### config.mk
export PLATFORM = sky130hd
export DESIGN_NAME = irq_flag_ctrl
export DESIGN_NICKNAME = d
export VERILOG_FILES = /design/src/rtl/irq_flag_ctrl.sv
export SDC_FILE = /design/constraint.sdc
export NUM_CORES = 1
export LEC_CHECK = 0
export ABC_AREA = 1
export CORE_MARGIN = 1.5
export CORE_UTILIZATION = 31
export CTS_BUF_LIST = sky130_fd_sc_hd__clkbuf_8
export CTS_CLUSTER_SIZE = 20
export DETAILED_ROUTE_END_ITERATION = 8
export SLEW_MARGIN = 40
export SYNTH_ARGS = -nofsm -noshare
export SYNTH_HDL_FRONTEND = slang
export SYNTH_SLANG_ARGS = --single-unit
### constraint.sdc
create_clock -name cp2 -period 1.7 [get_ports cp2]
set_clock_uncertainty 0.15 [all_clocks]
set_input_delay 0.17 -clock cp2 [delete_from_list [all_inputs] [get_ports cp2]]
set_output_delay 0.17 -clock cp2 [all_outputs]
set_load 0.02 [all_outputs]
### src/rtl/irq_flag_ctrl.sv
// Interrupt flag controller: latches peripheral requests, presents masked pending
// lines to the core, clears acknowledged flags and raises wake while sleeping.
module irq_flag_ctrl #(
  parameter int               N_IRQ     = 23,
  parameter logic [N_IRQ-1:0] EDGE_MASK = 23'h7FFFF,
  parameter int               ACK_HOLD  = 2
) (
  input  logic             cp2,
  input  logic             ireset,
  input  logic [N_IRQ-1:0] src_in,
  input  logic [N_IRQ-1:0] irq_en,
  input  logic [N_IRQ-1:0] sw_clr,
  input  logic             globint,
  input  logic             irqack,
  input  logic [4:0]       irqackad,
  input  logic             sleepi,
  output logic [N_IRQ-1:0] irqlines,
  output logic [N_IRQ-1:0] flags,
  output logic             wake,
  output logic             ack_err
);

  typedef enum logic [0:0] {IDLE = 1'b0, HOLD = 1'b1} state_t;

  localparam logic [5:0] N_IRQ_W   = 6'(N_IRQ);
  localparam logic [3:0] HOLD_LOAD = 4'((ACK_HOLD > 0) ? (ACK_HOLD - 1) : 0);

  state_t           state_r, state_next_s;
  logic [3:0]       hold_cnt_r, hold_cnt_next_s;
  logic [N_IRQ-1:0] src_q_r, flag_r;
  logic             armed_r;
  logic [N_IRQ-1:0] evt_s, clr_s, ack_vec_s, flag_next_s;
  logic             ack_ok_s, ack_err_set_s;

  // Ack address decode: out-of-range addresses decode to nothing
  always_comb begin
    ack_ok_s  = irqack & ({1'b0, irqackad} < N_IRQ_W);
    ack_vec_s = {N_IRQ{1'b0}};
    for (int k = 0; k < N_IRQ; k++) begin
      if (ack_ok_s && (irqackad == 5'(k))) begin
        ack_vec_s[k] = 1'b1;
      end else begin
        ack_vec_s[k] = 1'b0;
      end
    end
  end

  // Flag update; edge detection is disarmed for the first cycle after reset
  always_comb begin
    evt_s         = src_in & ~src_q_r & {N_IRQ{armed_r}};
    clr_s         = ack_vec_s | sw_clr;
    flag_next_s   = (EDGE_MASK & (evt_s | (flag_r & ~clr_s))) | (~EDGE_MASK & src_in);
    ack_err_set_s = (irqack & ~ack_ok_s) | (|(ack_vec_s & EDGE_MASK & ~flag_r));
  end

  // Post-ack hold FSM: an ack in HOLD restarts the hold window
  always_comb begin
    state_next_s    = state_r;
    hold_cnt_next_s = hold_cnt_r;
    case (state_r)
      IDLE: begin
        if (ack_ok_s && (ACK_HOLD > 0)) begin
          state_next_s    = HOLD;
          hold_cnt_next_s = HOLD_LOAD;
        end else begin
          state_next_s    = IDLE;
        end
      end
      HOLD: begin
        if (ack_ok_s) begin
          hold_cnt_next_s = HOLD_LOAD;
        end else if (hold_cnt_r == 4'd0) begin
          state_next_s    = IDLE;
        end else begin
          hold_cnt_next_s = hold_cnt_r - 4'd1;
        end
      end
      default: begin
        state_next_s    = IDLE;
        hold_cnt_next_s = 4'd0;
      end
    endcase
  end

  // State and output registers; lines are blanked for the whole hold window
  always_ff @(posedge cp2) begin
    if (ireset) begin
      state_r    <= IDLE;
      hold_cnt_r <= 4'd0;
      src_q_r    <= {N_IRQ{1'b0}};
      flag_r     <= {N_IRQ{1'b0}};
      armed_r    <= 1'b0;
      irqlines   <= {N_IRQ{1'b0}};
      wake       <= 1'b0;
      ack_err    <= 1'b0;
    end else begin
      state_r    <= state_next_s;
      hold_cnt_r <= hold_cnt_next_s;
      src_q_r    <= src_in;
      flag_r     <= flag_next_s;
      armed_r    <= 1'b1;
      irqlines   <= (state_next_s == IDLE) ? (flag_next_s & irq_en & {N_IRQ{globint}})
                                           : {N_IRQ{1'b0}};
      wake       <= sleepi & (|(flag_next_s & irq_en));
      ack_err    <= ack_err | ack_err_set_s;
    end
  end

  assign flags = flag_r;

endmodule
==> out/metrics.csv <==
metric,value,unit
status,"complete, no violations",
Logic pwr share,17.9,%
syn_nets,505,
Vias/cell,4.31,
initial antenna violation count,0,
Reg power frac,46.5,%
Tcrit/Tclk final,97.5,%
Final setup viols,0,
Switching Share,25.8,%
GRT Util Overall,18.7,%
crit-path max FO,3,
core area,9280,um2
clock power share,35.6,%
Final ANT Viol Nets,0,
die area,10200,um2
CP Buf/Inv Count,1,
max incr delay on CP,630,ps
H-tree depth,3,
CP required,1380,ps
Cell Rows,35,
Power Dens Cells,793,nW/um2
post-synth cell types,27,
"count leader, synth",nand2_1,
largest family of logic cells by synthesized area,simple AND/OR/NAND/NOR gates,
1st-pass router iterations,4,
GRT overflow,0,
Synth area leader,dfxtp_1,
clock insertion delay at the later pin of the skew report,350,ps
Initial Util,32.1,%
CTS Buf Count,9,
VDD IR max,0.000382,V
worst setup path class,reg -> out,
Post-Synth XOR/XNOR Area,0.294,%
Synth Area in Simple Gates,33.6,%
CTS Buffer Depth,2,
"Avg Cell Area, Syn",7.01,um2
layout cells sized above 1,15.2,%
PnR worst setup slack,43.1,ps
# IOs,127,
FF/Latch Area,1460,um2
CP Depth,1,
synthesis-stage register bit count,73,
Max-Cap Viols,0,
critical path endpoint category,output pin,
crit path time final,1660,ps
Max Fclk,0.604,GHz
Routed WL,9180,um
Final GP Congestion,0.802,
first-pass GRT wire length,14400,um
critical-path cell list,clkdlybuf4s50_1,
"Slowest-stage cell, CP",clkdlybuf4s50_1,
final-stage net count,672,
Startpoint Class,register,
post-synthesis sequential area ratio,49.0,%
Main synth FF type,dfxtp_1,
most area-consuming cells after synthesis,"dfxtp_1, nand2_1, nor2_1",
sw power,1010,uW
PortBufs,122,
WL/cell,12.6,um
tightest hold margin,203,ps
total power,3910,uW
Int Power,2900,uW
setup TNS,0,ps
arrival time worst endpoint,1340,ps
Post-Syn Area,2980,um2
residual DRC count,0,
Diodes inserted,0,
area of the multi-input gates,1270,um2
Initial DRC Count,59,
CTS Root Cell,clkbuf_8,
ys async rst share,0,%
die width,101,um
Worst-Margin Slew,502,ps
Clock transition at path regs,80,ps
mux cell area share after synthesis,0,%
Area Overhead vs Synth,65.4,%
Synth warnings,0,
post-synthesis compound-gate area fraction,6.76,%
largest net degree at the start of global routing,45,
CTS sink count,73,
Commonest cells post-synth,"nand2_1, nor2_1, dfxtp_1",
CTS tree,done,
DP Wirelength,7280,um
top cell type's share of synthesized area,49.0,%
die height,101,um
pre-CTS WS,-589,ps
max_slew headroom,66.5,%
hold depth,3,
endpoints failing hold,0,
Hold Crit Class,in -> reg,
via count,3127,
Post-Synthesis Cells,425,
crit-path leading delay family,buffers and inverters,
Max Slew Vio Count,0,
RSZ-0062 raised after global routing,true,
number of synthesized flops with an enable pin,0,
Filler Cell Count,950,
Leak,0.00235,uW
area share of fa/ha/maj cells after synthesis,0.420,%
vias in the first global route,3052,
Worst R2R Path Depth,9,
-- cells by family after synthesis --
group           after synthesis
fa+ha+maj                     1
flops                        73
compound gates               37
buf+inv                      73
simple gates                240
xor+xnor                      1
-- through the flow --
| step | instances | utilization [%] | area [um2] |
|---|---|---|---|
| after floorplan | 425 | - | 2980 |
| after global placement | 705 | 49.7 | 4610 |
| after detailed placement | 705 | 49.7 | 4610 |
| after CTS | 723 | 52.3 | 4850 |
| after global routing | 726 | 53.1 | 4930 |
| final | 726 | 53.1 | 4930 |
-- routing by layer --
layer,wire length (um),up-vias,track usage (%),part of all wire (%)
met5,0,-,0,0
met3,616,12,5.48,6.7
met2,4490,91,32.7,49
met1,3970,1393,22.1,43
met4,103,0,5.24,1.1
li1,-,1631,-,-
-- state kept, by name (all words and copies together) (netlist names) --
name	flops
ack_err	1
armed_r	1
flags	23
hold_cnt_r	4
irqlines	23
src_q_r	19
state_r	1
wake	1
-- timing repair --
| item | in CTS | in global routing |
|---|---|---|
| gates resized for setup | 13 | 25 |
| setup buffers | 1 | 4 |
| setup endpoints to repair | 2 | 32 |
| hold endpoints to repair | 1 | 0 |
| pin swaps | 3 | 7 |
| hold buffers | 1 | 0 |
-- worst paths after layout --
path                               from                    endpoint  slack [ps]
min reg2reg  hold_cnt_r[1]$_SDFFE_PP0P_  hold_cnt_r[1]$_SDFFE_PP0P_         330
max                 flags[3]$_SDFF_PP0_                    flags[3]          40
min                          src_in[14]      src_q_r[14]$_SDFF_PP0_         200
max reg2reg  hold_cnt_r[0]$_SDFFE_PP0P_  hold_cnt_r[1]$_SDFFE_PP0P_          50
-- power groups by stage --
stage	sequential [uW]	combinational [uW]	clock [uW]
6_report	1820	700	1390
5_1_grt	1830	771	1500
4_1_cts	1820	697	1450
3_5_place_dp	1860	690	0
3_3_place_gp	1850	687	0
2_1_floorplan	1900	241	0
-- cell usage in the layout, fill, tap and decap left out, drive strengths merged, types with 2 or more instances in the layout --
cell type	n
buf	43
nor2	108
o21ai	5
inv	65
a21oi	24
nand4	5
clkbuf	12
dlygate4sd2	5
nand2	105
dfxtp	73
o22ai	6
clkdlybuf4s50	106
nand3	15
nor3	5
clkinv	2
dlymetal6s2s	8
-- layout make-up --
type,instances,area share [%]
inverter,64,4.92
tap,129,3.27
multi-input combinational,279,25.8
sequential,73,29.7
timing repair buffer,165,32.2
clock buffer,11,3.07
clock inverter,5,1.12
Power figures use the tool's default switching activity.
